<file path="src/rtl/deck_pkg.sv">
// deck_pkg: shared sizes and the sequencer state encoding for the card deck shuffler.
`default_nettype none

package deck_pkg;

  localparam int DECK_SIZE   = 52;
  localparam int ADDR_W      = 6;
  localparam int CARD_W      = 6;
  localparam int SWAP_CYCLES = 5;

  typedef enum logic [3:0] {
    INIT   = 4'd0,
    IDLE   = 4'd1,
    RD_I   = 4'd2,
    RD_J   = 4'd3,
    CAP_J  = 4'd4,
    WR_I   = 4'd5,
    WR_J   = 4'd6,
    DONE   = 4'd7,
    DR_RD  = 4'd8,
    DR_CAP = 4'd9
  } state_t;

endpackage

`default_nettype wire

</file>
<file path="src/rtl/deck_shuffle_ctrl.sv">
// deck_shuffle_ctrl: builds the identity deck, runs the Addr_i/Addr_j swap shuffle
// over the external card RAM, then deals cards one at a time on request.
`default_nettype none

module deck_shuffle_ctrl
  import deck_pkg::*;
(
  input  logic              clk_2K,
  input  logic              i_Reset,
  input  logic              i_Shuffle,
  input  logic              i_Draw,
  output logic [ADDR_W-1:0] o_Addr_i,
  input  logic [ADDR_W-1:0] i_Addr_j,
  output logic [ADDR_W-1:0] o_RamAddr,
  output logic              o_RamWe,
  output logic [CARD_W-1:0] o_RamWData,
  input  logic [CARD_W-1:0] i_RamRData,
  output logic [CARD_W-1:0] o_Card,
  output logic              o_CardValid,
  output logic              o_Busy,
  output logic              o_Done,
  output logic              o_Empty
);

  localparam logic [ADDR_W-1:0] LAST = ADDR_W'(DECK_SIZE - 1);
  localparam logic [ADDR_W-1:0] SIZE = ADDR_W'(DECK_SIZE);

  state_t            state, state_nxt;
  logic [ADDR_W-1:0] init_k, idx_i, ptr, jl;
  logic [CARD_W-1:0] ti, tj;
  logic              we_raw;

  always_ff @(posedge clk_2K or negedge i_Reset) begin
    if (!i_Reset) state <= INIT;
    else          state <= state_nxt;
  end

  always_comb begin
    state_nxt = state;
    case (state)
      INIT:    if (init_k == LAST) state_nxt = IDLE;
      IDLE: begin
        if (i_Shuffle)              state_nxt = RD_I;
        else if (i_Draw && !o_Empty) state_nxt = DR_RD;
      end
      RD_I:    state_nxt = RD_J;
      RD_J:    state_nxt = CAP_J;
      CAP_J:   state_nxt = WR_I;
      WR_I:    state_nxt = WR_J;
      WR_J:    state_nxt = (idx_i == LAST) ? DONE : RD_I;
      DONE:    state_nxt = IDLE;
      DR_RD:   state_nxt = DR_CAP;
      DR_CAP:  state_nxt = IDLE;
      default: state_nxt = INIT;
    endcase
  end

  always_comb begin
    o_RamAddr  = '0;
    o_RamWData = '0;
    we_raw     = 1'b0;
    case (state)
      INIT: begin
        o_RamAddr  = init_k;
        o_RamWData = CARD_W'(init_k);
        we_raw     = 1'b1;
      end
      RD_I:  o_RamAddr = idx_i;
      RD_J:  o_RamAddr = jl;
      WR_I: begin
        o_RamAddr  = idx_i;
        o_RamWData = tj;
        we_raw     = 1'b1;
      end
      WR_J: begin
        o_RamAddr  = jl;
        o_RamWData = ti;
        we_raw     = 1'b1;
      end
      DR_RD: o_RamAddr = ptr;
      default: ;
    endcase
  end

  // INIT is the reset state, so the write strobe must be masked while reset is held.
  assign o_RamWe  = we_raw & i_Reset;
  assign o_Busy   = (state != IDLE);
  assign o_Done   = (state == DONE);
  assign o_Addr_i = idx_i;

  always_ff @(posedge clk_2K or negedge i_Reset) begin
    if (!i_Reset) begin
      init_k      <= '0;
      idx_i       <= '0;
      ptr         <= '0;
      jl          <= '0;
      ti          <= '0;
      tj          <= '0;
      o_Card      <= '0;
      o_CardValid <= 1'b0;
      o_Empty     <= 1'b1;
    end else begin
      o_CardValid <= 1'b0;
      case (state)
        INIT: init_k <= init_k + 1'b1;
        IDLE: begin
          if (i_Shuffle) begin
            idx_i   <= '0;
            ptr     <= '0;
            o_Empty <= 1'b1;
          end
        end
        // Partner indices past the deck fold back into range instead of being rejected.
        RD_I:  jl <= (i_Addr_j >= SIZE) ? (i_Addr_j - SIZE) : i_Addr_j;
        RD_J:  ti <= i_RamRData;
        CAP_J: tj <= i_RamRData;
        WR_J:  if (idx_i != LAST) idx_i <= idx_i + 1'b1;
        DONE: begin
          o_Empty <= 1'b0;
          idx_i   <= '0;
        end
        DR_CAP: begin
          o_Card      <= i_RamRData;
          o_CardValid <= 1'b1;
          ptr         <= ptr + 1'b1;
          if (ptr == LAST) o_Empty <= 1'b1;
        end
        default: ;
      endcase
    end
  end

endmodule

`default_nettype wire
</file>
<file path="config.mk">
export PLATFORM = sky130hd
export DESIGN_NAME = deck_shuffle_ctrl
export DESIGN_NICKNAME = d
export VERILOG_FILES = /design/src/rtl/deck_pkg.sv /design/src/rtl/deck_shuffle_ctrl.sv
export SDC_FILE = /design/constraint.sdc
export NUM_CORES = 1
export LEC_CHECK = 0
export ABC_CLOCK_PERIOD_IN_PS = 2540
export BUFFER_PORTS_ARGS = -buffer_cell sky130_fd_sc_hd__buf_2
export CAP_MARGIN = 25
export CORE_UTILIZATION = 30
export CTS_CLUSTER_SIZE = 16
export DETAILED_ROUTE_END_ITERATION = 10
export PLACE_DENSITY_LB_ADDON = 0.12
export SYNTH_ARGS = -nofsm -noshare
export SYNTH_HDL_FRONTEND = slang
export SYNTH_SLANG_ARGS = --single-unit
</file>
<file path="constraint.sdc">
create_clock -name clk_2K -period 2.54 [get_ports clk_2K]
set_input_delay 0.381 -clock clk_2K [delete_from_list [all_inputs] [get_ports clk_2K]]
set_output_delay 0.381 -clock clk_2K [all_outputs]
set_load 0.02 [all_outputs]
</file>
==> summary.txt, run 1 <==
Run status
  • Status: completed

STA
  • Tcrit/Tclk final: 92.8%
  • Hold_ws: 0.211 ns
  • Setup TNS: 0 ns
  • Final Hold Fails: 0
  • Min Tclk post-route: 2.36 ns
  • Relative slew slack: 58.3%
  • Final setup fails: 0
  • Slew Viols, Final: 0
  • Worst Skew: 0.00572 ns
  • Worst slew pin tran: 0.625 ns
  • Unrepaired setup endpoints after global routing: false
  • Fmax: 424 MHz

Setup path
  • Required time of the critical path: 2.16 ns
  • CP top delay family: flip-flops
  • Critical Path Source Type: register
  • Max stage delay on crit path: 0.58 ns
  • Bufs and invs on worst path: 3
  • Max FO, Critical Path: 11
  • Reg2reg setup slack: 0.61 ns
  • Reg2reg path depth: 6
  • Crit-path slowest cell: dfrtp_1
  • Kind of critical path: reg2out
  • Crit-path cells: buf_4 > xnor2_1 > nor3b_1 > buf_4 > a221o_1 > buf_2
  • Crit path capture type: output port
  • CP Depth: 6
  • Top cell by count, worst path: buf_4
  • WP data arrival: 1.98 ns

Power
  • P_sw: 0.344 mW
  • Int Power: 1.12 mW
  • Pleak: 1.38 nW
  • PD cells: 472 nW/um2
  • Flop pwr share: 54.0%
  • Maximum vdd drop: 0.000231 V
  • Clock Power Share: 39.1%
  • Switching part of the total: 23.5%
  • Logic pwr share: 6.9%
  • Total Power: 1.46 mW

Routing
  • Detailed Route Iter0 Violations: 83
  • WL met1: 3.08 mm
  • WL final: 6.47 mm
  • Vias: 2133
  • Drt drc: 0
  • Highest routed layer: met4
  • Metal2 WL: 3.01 mm
  • Routed WL per cell: 15.5 um
  • Via-to-Cell Ratio: 5.10
  • Met3 wire len: 288 um
  • DRT antenna net count: 0
  • 1st-pass router iterations: 4

Logic synthesis
  • Post-Synthesis Cells: 264
  • Syn. warnings: 0
  • Post-Syn Area per Cell: 9.92 um2
  • Synth area leaders: dfrtp_1 45%, nand2_1 6.2%, mux2_2 6.0%, mux2i_1 3.1%, a222oi_1 2.7%
  • Top cell type by total area after synthesis: dfrtp_1
  • Most common flop cell mapped by yosys: dfrtp_1
  • Netlist Area Pre-Place: 2620 um2
  • #FFs+latches synth: 48
  • Synth unique cells: 54
  • Post-synth top area share: 44.9%
  • Post-Syn Nets: 285
  • Post-synthesis sequential area ratio: 45.9%
  • Post-synth EDFFs: 0
  • Ys async rst share: 100%

Place
  • I/O Buffers: 44
  • GP Congestion: 0.720
  • Cell Area, Placed: 2990 um2
  • Post-DP HPWL: 4.77 mm

GRT
  • Pin count of the biggest net entering global routing: 49
  • Grt total ovfl: 0
  • First-pass GRT wire length: 10.6 mm
  • Vias in the first global route: 2072
  • Total track usage: 15.4%
  • Initial antenna violation count: 0

Die
  • Starting Density: 31.4%
  • Core area: 8340 um2
  • Rows: 33
  • Die Width: 95.5 um
  • Die area: 9110 um2
  • IO Count: 45
  • Die Ht: 95.5 um

CTS
  • Clk slew on worst S/H paths: 0.09 ns
  • CTS tree: built
  • # resized after CTS: 0
  • Clock tree root buffer cell: clkbuf_8
  • H-tree depth: 2
  • Hold-fix buffers at CTS: 0
  • Clock Latency Late Sink: 0.30 ns
  • CTS Buffer Depth: 2
  • TritonCTS Sinks: 48
  • Setup bufs post-CTS: 0
  • Num CTS Buffers: 5

Finish
  • Ant diodes: 0
  • Most common cell after layout, fill and taps aside: dfrtp_1
  • P&R area growth vs syn: 18.4%
  • Commonest cells after routing, fill and taps aside: 47 x dfrtp_1, 44 x buf_2, 43 x nand2_1, 17 x nor2_1, 16 x inv_1
  • Layout Nets: 333
  • Design Area, Final: 3100 um2
  • Finished Core Util: 37.2%
  • Layout cells sized above 1: 29.1%

Run
  • Max cap viols: 0

Worst hold path
  • Hold crit path type: in2async
-- worst paths after layout --
path	from	endpoint
setup reg to reg	state[3]$_DFFE_PN0P_	ptr[3]$_DFFE_PN0P_
hold / removal	i_Reset	jl[2]$_DFFE_PN0P_
hold reg to reg	o_Card[5]$_DFFE_PN0P_	o_Card[5]$_DFFE_PN0P_
max in group asynchronous	i_Reset	o_Addr_i[5]$_DFFE_PN0P_
setup / recovery	state[0]$_DFFE_PN0P_	o_RamAddr[0]
min in group clk_2K	i_RamRData[4]	o_Card[4]$_DFFE_PN0P_
-- final cells by class --
cell class | instances | area, um2
inverters | 16 | 60.1
clock inverters | 3 | 47.5
multi-input cells | 185 | 1280
clock buffers | 5 | 68.8
well taps | 105 | 131
repair buffers | 56 | 310
fillers | 874 | 5240
flip-flops and latches | 48 | 1200
-- metal layers --
metal | GRT usage [%] | vias to the layer above
li1 | - | 1041
met2 | 25.2 | 58
met3 | 2.71 | 10
met4 | 5.22 | 0
met1 | 20.5 | 1024
met5 | 0 | -
-- flip-flops by register name, summed over array words and instances (netlist names) --
register,count
o_Card,6
ti,6
tj,6
jl,6
o_CardValid,1
ptr,6
state,4
init_k,6
o_Addr_i,6
o_Empty,1
-- Yosys cell counts (3+ instances only) --
cell type / number
a221o_1: 6
mux2_2: 14
nor3_1: 3
nand4_1: 5
a222oi_1: 7
a22o_1: 3
nor3b_1: 3
o21ai_0: 13
mux2i_1: 8
buf_2: 10
dfrtp_1: 47
a21oi_1: 8
nor2_1: 17
inv_1: 16
nand3_1: 5
ha_1: 5
nand2_1: 43
xnor2_1: 5
-- power groups by stage --
| stage | sequential, mW | clock, mW | combinational [mW] |
|---|---|---|---|
| after global placement | 0.805 | 0 | 0.104 |
| after CTS | 0.790 | 0.598 | 0.105 |
| after detailed placement | 0.805 | 0 | 0.104 |
| after global routing | 0.792 | 0.622 | 0.114 |
| after floorplan | 0.801 | 0 | 0.0528 |
| final | 0.790 | 0.572 | 0.101 |
-- stage by stage --
stage	setup slack (ns)	std cells
3_3_place_gp	0.551	410
6_report	0.183	418
4_1_cts	0.176	418
5_1_grt	0.0410	418
2_1_floorplan	0.644	264
3_5_place_dp	0.534	410
-- cells by family (layout without fill, tap and decap cells) --
kind of cell,count (synthesis),in the layout,share of synthesized area [%]
flip-flops,48,48,45.9
AO/OA/AOI/OAI,48,48,13.2
adder cells (fa/ha/maj),5,5,2.39
AND/OR/NAND/NOR,102,102,21.4
buffers and inverters,31,80,5.21
XOR/XNOR,7,7,2.34
multiplexers,23,23,9.50
(Power assumes the default switching activity.)
==> run 2: changes to the inputs <==
- ABC_CLOCK_PERIOD_IN_PS: 2540 -> 2680
- clock period: 2.54 -> 2.68 ns (I/O delays scaled with it)
==> run 2 against run 1 <==
First-iteration DRC count up 29%. Power shrank 4.2%. Utilization decreased by 0.27 points. Sequential power decreased by 5.3%. Non-clock buffer count shrank 3. Cell count is 0.72% lower. Setup slack gained 0.019 ns. Register-to-register slack lost 0.07 ns.
==> summary.txt, run 2 (synthesis gave the netlist of run 1 again) <==
Finish
  • Layout cells sized above 1: 28.4% (was 29.1%)
  • Most common cell after layout, fill and taps aside: dfrtp_1 (unchanged)
  • Commonest cells after routing, fill and taps aside: 47 x dfrtp_1, 44 x buf_2, 43 x nand2_1, 17 x nor2_1, 16 x inv_1 (unchanged)
  • Ant diodes: 0 (unchanged)
  • Fillcell total: 865 (was 874)
  • Layout Nets: 330 (was 333)
  • P&R area growth vs syn: 17.5% (was 18.4%)

CTS
  • CTS Buffer Depth: 2 (unchanged)
  • Clock Latency Late Sink: 0.30 ns (about the same)
  • Num CTS Buffers: 5 (unchanged)
  • Hold-fix buffers at CTS: 0 (unchanged)
  • CTS tree: built (unchanged)
  • Clock tree root buffer cell: clkbuf_8 (unchanged)
  • Setup bufs post-CTS: 0 (unchanged)
  • H-tree depth: 2 (unchanged)
  • # resized after CTS: 0 (unchanged)
  • Clk slew on worst S/H paths: 0.10 ns (was 0.09 ns)
  • TritonCTS Sinks: 48 (unchanged)

Die
  • Die Width: 95.5 um (unchanged)
  • IO Count: 45 (unchanged)
  • Rows: 33 (unchanged)
  • Starting Density: 31.4% (unchanged)
  • Die area: 9110 um2 (unchanged)
  • Die Ht: 95.5 um (unchanged)
  • Core area: 8340 um2 (unchanged)

Power
  • Maximum vdd drop: 0.000208 V (was 0.000231 V)
  • PD cells: 455 nW/um2 (was 472 nW/um2)
  • Pleak: 1.37 nW (was 1.38 nW)
  • P_sw: 0.341 mW (was 0.344 mW)
  • Flop pwr share: 53.4% (was 54.0%)
  • Total Power: 1.40 mW (was 1.46 mW)
  • Switching part of the total: 24.3% (was 23.5%)
  • Logic pwr share: 6.9% (about the same)
  • Clock Power Share: 39.8% (was 39.1%)
  • Int Power: 1.06 mW (was 1.12 mW)

Routing
  • Vias: 2103 (was 2133)
  • 1st-pass router iterations: 5 (was 4)
  • Detailed Route Iter0 Violations: 107 (was 83)
  • DRT antenna net count: 0 (unchanged)
  • WL final: 6.50 mm (was 6.47 mm)
  • Drt drc: 0 (unchanged)
  • Routed WL per cell: 15.7 um (was 15.5 um)
  • Via-to-Cell Ratio: 5.07 (was 5.10)

GRT
  • Total track usage: 15.6% (was 15.4%)
  • Pin count of the biggest net entering global routing: 49 (unchanged)
  • Grt total ovfl: 0 (unchanged)
  • Vias in the first global route: 2012 (was 2072)
  • Initial antenna violation count: 0 (unchanged)
  • Met2 global-route usage: 25.7% (was 25.2%)
  • Grt met3 use: 2.71% (unchanged)
  • GR Layer Usage met1: 21.4% (was 20.5%)
  • First-pass GRT wire length: 10.7 mm (was 10.6 mm)
  • Gr busiest metal: met2 (unchanged)

Place
  • I/O Buffers: 44 (unchanged)
  • Post-DP HPWL: 4.74 mm (was 4.77 mm)
  • GP Congestion: 0.692 (was 0.720)

Setup path
  • Max FO, Critical Path: 13 (was 11)
  • Required time of the critical path: 2.28 ns (was 2.16 ns)
  • Crit-path cells: buf_4 > nand2b_1 > nor3b_2 > buf_4 > a222oi_1 > inv_1 > buf_2 (was buf_4 > xnor2_1 > nor3b_1 > buf_4 > a221o_1 > buf_2)
  • Crit-path slowest cell: dfrtp_1 (unchanged)
  • Top cell by count, worst path: buf_4 (unchanged)
  • WP data arrival: 2.08 ns (was 1.98 ns)
  • Kind of critical path: reg2out (unchanged)
  • Crit path capture type: output port (unchanged)
  • Max stage delay on crit path: 0.55 ns (was 0.58 ns)
  • Critical Path Source Type: register (unchanged)
  • Reg2reg setup slack: 0.54 ns (was 0.61 ns)

Run status
  • Status: completed (unchanged)

STA
  • Tcrit/Tclk final: 92.5%
  • Worst slew pin tran: 0.650 ns (was 0.625 ns)
  • Unrepaired setup endpoints after global routing: false (unchanged)
  • Fmax: 404 MHz
  • Slew Viols, Final: 0 (unchanged)
  • Relative slew slack: 56.6% (was 58.3%)
  • Final Hold Fails: 0 (unchanged)
  • Worst Skew: 0.00328 ns (was 0.00572 ns)
  • Setup TNS: 0 ns (unchanged)
  • Final setup fails: 0 (unchanged)
  • Min Tclk post-route: 2.48 ns

Worst hold path
  • Hold crit path type: in2async (unchanged)

Run
  • Max cap viols: 0 (unchanged)
run 2: changes by cell type in the layout (fill, tap and decap cells not counted):
cell   before  now
buf_4      12    9
run 2: cell type report:
cell class | count | area [um2] | share of cell area (%)
sequential | 48 | 1200 | 39.0
tap | 105 | 131 | 4.27
clock buffer | 5 | 68.8 | 2.23
inverter | 16 | 60.1 | 1.95
clock inverter | 3 | 47.5 | 1.54
timing repair buffer | 53 | 288 | 9.35
multi-input combinational | 185 | 1280 | 41.6
run 2: power groups by stage:
stage / sequential, mW / clock, mW / combinational [mW]
CTS: 0.748 / 0.574 / 0.0996
global placement: 0.763 / 0 / 0.0989
detailed placement: 0.763 / 0 / 0.0995
floorplan: 0.760 / 0 / 0.0501
finish: 0.748 / 0.558 / 0.0963
global route: 0.750 / 0.601 / 0.109
run 2: worst max-delay path: cells and delay by family, from the launching register on:
| kind | cells | cell delay [ns] |
|---|---|---|
| buffers and inverters | 4 | 0.65 |
| flip-flops | 1 | 0.55 |
| AO/OA/AOI/OAI | 1 | 0.32 |
| AND/OR/NAND/NOR | 2 | 0.26 |
run 2: routing by layer:
metal / routed length [um] / part of all wire (%)
met5: 0 / 0
met4: 35 / 0.54
met3: 255 / 3.9
met2: 3110 / 48
met1: 3100 / 48
run 2: worst paths after layout:
kind	start	to	cells after the start
max in group asynchronous	i_Reset	ptr[3]$_DFFE_PN0P_	2
worst min-delay path	i_Reset	jl[3]$_DFFE_PN0P_	2
worst max register to register	state[2]$_DFFE_PN0P_	ptr[5]$_DFFE_PN0P_	7
worst min register to register	o_Card[5]$_DFFE_PN0P_	o_Card[5]$_DFFE_PN0P_	2
min in group clk_2K	i_RamRData[5]	o_Card[5]$_DFFE_PN0P_	3
worst max-delay path	state[2]$_DFFE_PN0P_	o_RamWData[0]	7
run 2: stage by stage:
step           utilization, %  setup slack [ns]  area, um2  hold slack, ns  cells
2_1_floorplan               -             0.763       2620           0.106    264
3_3_place_gp             35.5             0.539       2960           0.455    407
3_5_place_dp             35.5             0.529       2960           0.457    407
4_1_cts                  36.9             0.206       3080           0.289    415
5_1_grt                  36.9            0.0341       3080           0.309    415
6_report                 36.9             0.202       3080           0.235    415
==> run 3: changes to the inputs <==
- CELL_PAD_IN_SITES_DETAIL_PLACEMENT: not set -> 0
- CELL_PAD_IN_SITES_GLOBAL_PLACEMENT: not set -> 1
- SETUP_SLACK_MARGIN: not set -> 0.1
==> run 3 against run 2 <==
Non-clock buffer count unchanged. Sequential power about the same. Critical path depth decreased by 3. Largest cell class unchanged. Die area unchanged. Clock skew increased by 0.0045 ns. Clock power decreased by 15%. Highest routed layer unchanged. Sequential cell count unchanged. Critical path type unchanged.
==> summary.txt, run 3 (synthesis gave the netlist of run 1 again) <==
Run status
  • Status: completed (unchanged)

Routing
  • Drt drc: 0 (unchanged)
  • Detailed Route Iter0 Violations: 120 (was 107)
  • Vias: 2123 (was 2103)
  • DRT antenna net count: 0 (unchanged)
  • 1st-pass router iterations: 4 (was 5)
  • WL final: 6.69 mm (was 6.50 mm)
  • Via-to-Cell Ratio: 5.12 (was 5.07)
  • Routed WL per cell: 16.1 um (was 15.7 um)

Setup path
  • Required time of the critical path: 2.28 ns (about the same)
  • Reg2reg setup slack: 0.64 ns (was 0.54 ns)
  • Worst setup endpoint: o_RamAddr[0] (was o_RamWData[0])
  • Bufs and invs on worst path: 1 (was 4)
  • Critical Path Source Type: register (unchanged)
  • Reg2reg path depth: 6 (was 7)
  • WP data arrival: 1.98 ns (was 2.08 ns)
  • CP top delay family: simple AND/OR/NAND/NOR gates (was buffers and inverters)
  • Reg2Reg Launch Point: state[3]$_DFFE_PN0P_ (was state[2]$_DFFE_PN0P_)
  • CP Depth: 4 (was 7)
  • Max FO, Critical Path: 18 (was 13)
  • Crit-path cells: or4b_4 > nand2b_2 > a221o_1 > buf_2 (was buf_4 > nand2b_1 > nor3b_2 > buf_4 > a222oi_1 > inv_1 > buf_2)
  • Worst r2r dst: ptr[5]$_DFFE_PN0P_ (unchanged)
  • Crit-path slowest cell: or4b_4 (was dfrtp_1)
  • Max stage delay on crit path: 0.64 ns (was 0.55 ns)
  • Kind of critical path: reg2out (unchanged)
  • Crit path capture type: output port (unchanged)
  • Crit path launch: state[0]$_DFFE_PN0P_ (was state[2]$_DFFE_PN0P_)

STA
  • Min Tclk post-route: 2.38 ns (was 2.48 ns)
  • Fmax: 420 MHz (was 404 MHz)
  • Final setup fails: 0 (unchanged)
  • Worst slew pin tran: 0.648 ns (was 0.650 ns)
  • Tcrit/Tclk final: 88.9% (was 92.5%)
  • Final Hold Fails: 0 (unchanged)
  • Setup TNS: 0 ns (unchanged)
  • Unrepaired setup endpoints after global routing: false (unchanged)
  • Slew Viols, Final: 0 (unchanged)
  • Worst Slack Setup Final: 0.297 ns (was 0.202 ns)
  • Relative slew slack: 56.8% (was 56.6%)
  • Worst Skew: 0.00778 ns (was 0.00328 ns)

Place
  • Post-DP HPWL: 4.82 mm (was 4.74 mm)
  • GP Congestion: 0.694 (was 0.692)
  • I/O Buffers: 44 (unchanged)
  • DP Worst Slack: 0.387 ns (was 0.529 ns)

CTS
  • Num CTS Buffers: 5 (unchanged)
  • Setup bufs post-CTS: 0 (unchanged)
  • Clk slew on worst S/H paths: 0.10 ns (about the same)
  • Clock Latency Late Sink: 0.31 ns (was 0.30 ns)
  • Clock tree root buffer cell: clkbuf_8 (unchanged)
  • H-tree depth: 2 (unchanged)
  • TritonCTS Sinks: 48 (unchanged)
  • CTS Buffer Depth: 2 (unchanged)
  • CTS tree: built (unchanged)
  • Hold-fix buffers at CTS: 0 (unchanged)

GRT
  • Vias in the first global route: 2186 (was 2012)
  • Total track usage: 16.2% (was 15.6%)
  • Grt met3 use: 2.63% (was 2.71%)
  • Gr busiest metal: met2 (unchanged)
  • Pin count of the biggest net entering global routing: 49 (unchanged)
  • Met2 global-route usage: 27.6% (was 25.7%)
  • Grt total ovfl: 0 (unchanged)
  • GR Layer Usage met1: 21.1% (was 21.4%)
  • First-pass GRT wire length: 11.0 mm (was 10.7 mm)
  • Initial antenna violation count: 0 (unchanged)

Power
  • P_sw: 0.328 mW (was 0.341 mW)
  • Clock Power Share: 35.9% (was 39.8%)
  • PD cells: 429 nW/um2 (was 455 nW/um2)
  • Maximum vdd drop: 0.000253 V (was 0.000208 V)
  • Logic pwr share: 7.4% (was 6.9%)
  • Flop pwr share: 56.7% (was 53.4%)
  • Int Power: 0.991 mW (was 1.06 mW)
  • Switching part of the total: 24.8% (was 24.3%)
  • Pleak: 1.36 nW (was 1.37 nW)

Run
  • Max cap viols: 0 (unchanged)

Finish
  • Layout Nets: 330 (unchanged)
  • Ant diodes: 0 (unchanged)
  • Commonest cells after routing, fill and taps aside: 45 x dfrtp_1, 44 x buf_2, 43 x nand2_1, 17 x nor2_1, 16 x inv_1 (was 47 x dfrtp_1, 44 x buf_2, 43 x nand2_1, 17 x nor2_1, 16 x inv_1)
  • Layout cells sized above 1: 29.7% (was 28.4%)
  • Most common cell after layout, fill and taps aside: dfrtp_1 (unchanged)
  • P&R area growth vs syn: 17.2% (was 17.5%)

Die
  • Die Width: 95.5 um (unchanged)
  • IO Count: 45 (unchanged)
  • Rows: 33 (unchanged)
  • Starting Density: 31.4% (unchanged)
  • Die area: 9110 um2 (unchanged)
  • Die Ht: 95.5 um (unchanged)
  • Core area: 8340 um2 (unchanged)

Worst hold path
  • Hold crit path type: in2async (unchanged)
[run 3: cell types whose count changed in the layout (fill, tap and decap cells not counted)]
cell	delta
or4b_4	+1
clkinv_4	-2
bufinv_16	-1
dfrtp_1	-2
dfrtp_2	+2
clkbuf_8	+1
nor3b_2	+1
or4b_1	-1
clkinv_2	+1
nor3b_1	-1
inv_6	+1
[run 3: worst register-to-register path: stages (launching register included)]
cell	delay (ns)
dfrtp_1	0.60
buf_4	0.31
nand4bb_1	0.16
inv_1	0.39
nand2_1	0.17
o211ai_1	0.20
o31ai_1	0.09
[run 3: per-stage QoR]
stage | utilization (%) | cell area (um2) | hold WS, ns | std cells | total power [mW]
after detailed placement | 35.5 | 2960 | 0.457 | 407 | 0.863
after floorplan | - | 2620 | 0.106 | 264 | 0.810
after global routing | 36.8 | 3070 | 0.325 | 415 | 1.38
final | 36.8 | 3070 | 0.253 | 415 | 1.32
after global placement | 35.5 | 2960 | 0.454 | 407 | 0.863
after CTS | 36.8 | 3070 | 0.296 | 415 | 1.35
[run 3: repair_timing]
item                                    in CTS  in global routing
gates resized for setup                      2                  2
endpoints found under the setup margin       6                  7
gates cloned                                 0                  0
[run 3: power by group through the flow]
stage               Clock [mW]  Combinational [mW]  Sequential, mW
floorplan                    0              0.0501           0.760
global placement             0              0.0998           0.763
detailed placement           0               0.101           0.763
CTS                      0.497               0.101           0.749
global route             0.520               0.110           0.750
finish                   0.473              0.0973           0.748
[run 3: worst min-delay path by stage]
stage,end,slack [ns],from
2_1_floorplan,init_k[0]$_DFFE_PN0N_,0.11,i_Reset
3_3_place_gp,o_Card[5]$_DFFE_PN0P_,0.45,o_Card[5]$_DFFE_PN0P_
3_5_place_dp,o_Card[5]$_DFFE_PN0P_,0.46,o_Card[5]$_DFFE_PN0P_
4_1_cts,ptr[5]$_DFFE_PN0P_,0.30,i_Reset
5_1_grt,tj[0]$_DFFE_PN0P_,0.32,i_Reset
6_report,jl[5]$_DFFE_PN0P_,0.25,i_Reset
[run 3: layout make-up]
| class | count | area, um2 |
|---|---|---|
| fillers | 881 | 5270 |
| multi-input cells | 185 | 1290 |
| flip-flops and latches | 48 | 1200 |
| repair buffers | 53 | 288 |
| well taps | 105 | 131 |
| clock buffers | 6 | 82.6 |
| inverters | 16 | 60.1 |
| clock inverters | 2 | 13.8 |
[run 3: per-layer routing]
layer  up-vias  wire length (um)
li1       1035                 -
met1      1029              3210
met2        52              3120
met3         7               296
met4         0                71
met5         -                 0
